==> src/rtl/apu_wb_scheduler.sv <==
// Writeback slot scheduler for the shared APU: reserves the single result slot at
// issue time from fixed class latencies and replays each reservation as a tagged strobe.
module apu_wb_scheduler #(
  parameter int TAG_W        = 5,
  parameter int MAX_LAT      = 8,
  parameter int LAT_ADDSUB   = 1,
  parameter int LAT_MULT     = 1,
  parameter int LAT_CAST     = 1,
  parameter int LAT_MAC      = 2,
  parameter int LAT_DIV      = 4,
  parameter int LAT_SQRT     = 5,
  parameter int LAT_DSP_MULT = 1,
  parameter bit IN_ORDER     = 1'b1
) (
  input  logic                         clk,
  input  logic                         rst,
  input  logic                         flush_i,
  input  logic                         req_i,
  input  logic [2:0]                   op_class_i,
  input  logic [TAG_W-1:0]             tag_i,
  output logic                         gnt_o,
  output logic                         illegal_o,
  output logic                         wb_valid_o,
  output logic [TAG_W-1:0]             wb_tag_o,
  output logic [$clog2(MAX_LAT+1)-1:0] inflight_o,
  output logic                         busy_o
);

  localparam int CNT_W = $clog2(MAX_LAT+1);

  typedef enum logic [2:0] {
    OP_ADDSUB   = 3'd0,
    OP_MULT     = 3'd1,
    OP_CAST     = 3'd2,
    OP_MAC      = 3'd3,
    OP_DIV      = 3'd4,
    OP_SQRT     = 3'd5,
    OP_DSP_MULT = 3'd6,
    OP_ILLEGAL  = 3'd7
  } op_class_e;

  // Entry k holds the writeback due k cycles from now; entry 0 is being emitted.
  logic [MAX_LAT-1:0] p_v, p_v_nxt;
  logic [TAG_W-1:0]   p_tag     [MAX_LAT];
  logic [TAG_W-1:0]   p_tag_nxt [MAX_LAT];
  logic [CNT_W-1:0]   inflight;
  logic [CNT_W-1:0]   lat;
  logic               legal;
  logic               slot_taken;
  logic               later_pending;
  logic               issue;

  // NOTE: every always_comb output gets a default first, so no path can infer a latch.
  always_comb begin
    lat   = '0;
    legal = 1'b1;
    case (op_class_e'(op_class_i))
      OP_ADDSUB:   lat = CNT_W'(LAT_ADDSUB);
      OP_MULT:     lat = CNT_W'(LAT_MULT);
      OP_CAST:     lat = CNT_W'(LAT_CAST);
      OP_MAC:      lat = CNT_W'(LAT_MAC);
      OP_DIV:      lat = CNT_W'(LAT_DIV);
      OP_SQRT:     lat = CNT_W'(LAT_SQRT);
      OP_DSP_MULT: lat = CNT_W'(LAT_DSP_MULT);
      default:     legal = 1'b0;
    endcase
  end

  // After this edge's shift, entry L moves into L-1; a MAX_LAT latency never collides.
  always_comb begin
    slot_taken    = 1'b0;
    later_pending = 1'b0;
    for (int k = 0; k < MAX_LAT; k++) begin
      if (p_v[k] && k == int'(lat)) slot_taken = 1'b1;
      if (p_v[k] && k >= int'(lat)) later_pending = 1'b1;
    end
  end

  assign gnt_o     = req_i & legal & ~slot_taken & (~IN_ORDER | ~later_pending)
                   & ~flush_i & ~rst;
  assign illegal_o = req_i & ~legal;
  assign issue     = gnt_o;

  always_comb begin
    p_v_nxt = {1'b0, p_v[MAX_LAT-1:1]};
    for (int i = 0; i < MAX_LAT - 1; i++) p_tag_nxt[i] = p_tag[i+1];
    p_tag_nxt[MAX_LAT-1] = '0;
    for (int i = 0; i < MAX_LAT; i++) begin
      if (issue && i == int'(lat) - 1) begin
        p_v_nxt[i]   = 1'b1;
        p_tag_nxt[i] = tag_i;
      end
    end
    if (flush_i) p_v_nxt = '0;
  end

  // NOTE: sequential state uses non-blocking assignments so every register samples pre-edge values.
  always_ff @(posedge clk) begin
    if (rst) begin
      p_v      <= '0;
      inflight <= '0;
      // NOTE: the tag pipe is small flops, not RAM, so it is reset to give a clean wb_tag_o.
      for (int i = 0; i < MAX_LAT; i++) p_tag[i] <= '0;
    end else begin
      p_v <= p_v_nxt;
      for (int i = 0; i < MAX_LAT; i++) p_tag[i] <= p_tag_nxt[i];
      if (flush_i)              inflight <= '0;
      else if (issue && !p_v[0]) inflight <= inflight + 1'b1;
      else if (!issue && p_v[0]) inflight <= inflight - 1'b1;
    end
  end

  assign wb_valid_o = p_v[0];
  assign wb_tag_o   = p_tag[0];
  assign inflight_o = inflight;
  assign busy_o     = (inflight != '0);

endmodule
==> config.mk <==
export PLATFORM = sky130hd
export DESIGN_NAME = apu_wb_scheduler
export DESIGN_NICKNAME = d
export VERILOG_FILES = /design/src/rtl/apu_wb_scheduler.sv
export SDC_FILE = /design/constraint.sdc
export NUM_CORES = 1
export LEC_CHECK = 0
export CAP_MARGIN = 20
export CORE_MARGIN = 5
export CORE_UTILIZATION = 45
export CTS_BUF_LIST = sky130_fd_sc_hd__clkbuf_8
export DETAILED_ROUTE_END_ITERATION = 10
export GPL_ROUTABILITY_DRIVEN = 1
export HOLD_SLACK_MARGIN = 0.12
export PLACE_DENSITY_LB_ADDON = 0.1
export SKIP_LAST_GASP = 1
export SYNTH_ARGS = -nofsm -noshare
export SYNTH_HDL_FRONTEND = slang
export SYNTH_SLANG_ARGS = --single-unit
==> constraint.sdc <==
create_clock -name clk -period 2.7 [get_ports clk]
set_input_delay 0.405 -clock clk [delete_from_list [all_inputs] [get_ports clk]]
set_output_delay 0.405 -clock clk [all_outputs]
set_load 0.01 [all_outputs]
==> metrics <==
status complete, no violations; drt initial violations 105; initial core utilization between 40% and 50%; setup violators final 0; CTS root buffer clkbuf_8; Core ar. a little over 4000 um^2; largest net degree at the start of global routing 42; combinational power share 6.9%; Post-DRT Antenna Nets 0; Clock H-tree levels 2; maximum fanout along the worst path 4; Port Buffer Count 24; Vias/cell approximately 5; area leader, netlist dfxtp_1; hold slack between 0.4 and 0.5 ns; CTS resizes 0; post-route clock period utilization 94.86%; io pins 25; Crit. End Element register; Hold Path Class register to register; Synth area leaders dfxtp_1, mux2i_1, nand2b_1, nor2b_1, nand3b_1; Residual DRC 0; Avg Inst Size Synth 10.49 um^2; DR WL/cell 11.90 um; synthesized cell area 1941 um^2; layout cell share with drive strength beyond 1 13.57%; Crit Path Class input port to register; commonest non-fill, non-tap cell in the layout dfxtp_1; Top FF cell, synth dfxtp_1; die area 5726 um^2; n_diodes 0; post-synthesis sequential area ratio 53.64%; Fill cells 343; crit path cell chain clkdlybuf4s50_1, nor4b_4, nand2_2, nor3_2, ha_1, inv_1, ha_1, a21oi_1, a211o_1, a211oi_2, a31o_2; # Post-CTS Setup Buffers 0; clk buf depth 2; switching power 0.0002782 W; CP max stage delay 0.48 ns; minimum clock period 2.561 ns; RSZ-0062 raised after global routing false; Synth Register Bits 52; Slew headroom ~64%; Tot GR Track Use 12.66%; Initial DRT Pass Iterations 4; Int Pwr approximately 0.0011 W; Horiz. Die Dim 75.67 um; commonest non-fill, non-tap cells in the layout dfxtp_1, clkdlybuf4s50_1, nand2b_1, nor2b_1, buf_4; most frequent cell on the critical path ha_1; worst path required time 2.94 ns; clk_lat worst skew 0.29 ns; total grt overflow 0; via count ~1.3k; Final Util 58.91%; Post-synth EDFFs 0; fmax 390.4 MHz; Die H 75.67 um; gp weighted congestion 0.8777; Sw Share roughly a fifth; Slew Viols, Final 0; Post-CTS Hold Buffers 0; CTS Sinks 52; clock slew at reported path FFs 0.08 ns; clock network fraction of design power 36.1%; number of cell rows 23; # nets final 236; CTS tree built; clk_skew 0.006522 ns; Synth cell types 38; max cap viols 0; TritonCTS Buffers 5; Peak supply drop 0.3772 mV; critical path arrival 2.80 ns; leakage 0.9304 nW; number of global-route vias before repair 1254; Final Hold Viols 0; DP HPWL between 2 and 2.5 mm; Slew @ Worst Pin approximately 0.53 ns; Worst Setup Start Kind input port; sequential share of power a little under three fifths; Synth top area share a little over half; P&R area growth vs syn 24.05%; pwr dens 577.0 nW/um^2; DRT Wirelength 3.224 mm; Gate Count Post-Synth 185; warnings from Yosys 0; Async SR Flop Fraction 0%; first-pass GRT wire length 5.513 mm; initial antenna violation count 0; Slowest-stage cell, CP clkdlybuf4s50_1
## synth_stat cells (2+ instances only)
cell type  instances
dfxtp_1           52
inv_1              5
nand3b_1          10
and2_1             4
ha_1               3
clkbuf_1           7
a211oi_1           2
nand4_1            2
or2_2              2
buf_4              5
nor2_1             6
o21ai_0           10
mux2i_1           11
nand3_1            3
a21oi_1            9
nor2b_1           16
nand2b_1          17
## metal layers
| metal | vias up | part of all wire [%] | track usage, % | routed length (um) |
|---|---|---|---|---|
| li1 | 678 | - | - | - |
| met1 | 602 | 46 | 16.12 | 1476 |
| met2 | 39 | 46 | 19.94 | 1498 |
| met3 | 6 | 6.0 | 3.826 | 192 |
| met4 | 0 | 1.8 | 5.437 | 57 |
| met5 | - | 0 | 0 | 0 |
## sequential cells by signal, summed over array words and instances (netlist names)
signal      flops
inflight_o      4
p_tag          40
p_v             8
## power by group through the flow
stage	registers [W]	clock network (W)	logic, W
CTS	0.000792	0.000519	0.0000961
global route	0.000794	0.000553	0.000106
floorplan	0.000809	0	0.0000514
global placement	0.000809	0	0.0000931
finish	0.000792	0.000501	0.0000961
detailed placement	0.000810	0	0.0000959
## worst max-delay path: cells and delay by family
family | cells | cell delay, ns
AOI/OAI and AO/OA | 4 | 0.78
and+or+nand+nor | 3 | 0.54
buffers and inverters | 2 | 0.56
adders and majority gates | 2 | 0.52
## cell type report
type                    count  area (um^2)  area share [%]
flip-flops and latches     52         1041           43.24
multi-input cells         119        839.6           34.88
repair buffers             37        337.8           14.03
clock buffers               5        68.82           2.859
well taps                  50        62.56           2.599
clock inverters             3        38.79           1.611
inverters                   5        18.77          0.7796
## final timing paths
path / from / endpoint / slack [ns] / depth (start not counted)
setup / recovery: req_i / inflight_o[3]$_SDFFE_PP0P_ / 0.14 / 11
hold / removal: p_tag[0][38]$_SDFF_PP0_ / p_tag[0][33]$_SDFF_PP0_ / 0.44 / 1
setup reg to reg: p_v[2]$_SDFF_PP0_ / inflight_o[3]$_SDFFE_PP0P_ / 0.18 / 11
hold reg to reg: p_tag[0][38]$_SDFF_PP0_ / p_tag[0][33]$_SDFF_PP0_ / 0.44 / 1
## stage by stage
stage | std cells | power (W) | worst slack, ns | setup TNS, ns | area (um^2)
after floorplan | 190 | 0.0008604 | 0.1543 | 0 | 1959
after global placement | 263 | 0.0009025 | -0.1001 | -0.1148 | 2287
after detailed placement | 263 | 0.0009060 | -0.2962 | -0.4073 | 2287
after CTS | 271 | 0.001408 | 0.01221 | 0 | 2395
after global routing | 271 | 0.001453 | 0.005984 | 0 | 2407
final | 271 | 0.001389 | 0.1388 | 0 | 2407
## cell families after synthesis
family / Yosys count / share of synthesized area (%)
AO/OA/AOI/OAI: 25 / 7.286
other: 1 / 0.1932
buffers and inverters: 19 / 4.707
multiplexers: 11 / 5.674
AND/OR/NAND/NOR: 71 / 24.63
XOR/XNOR: 2 / 0.9028
flip-flops: 52 / 53.64
adder cells (fa/ha/maj): 4 / 2.966
Power figures use the tool's default switching activity.
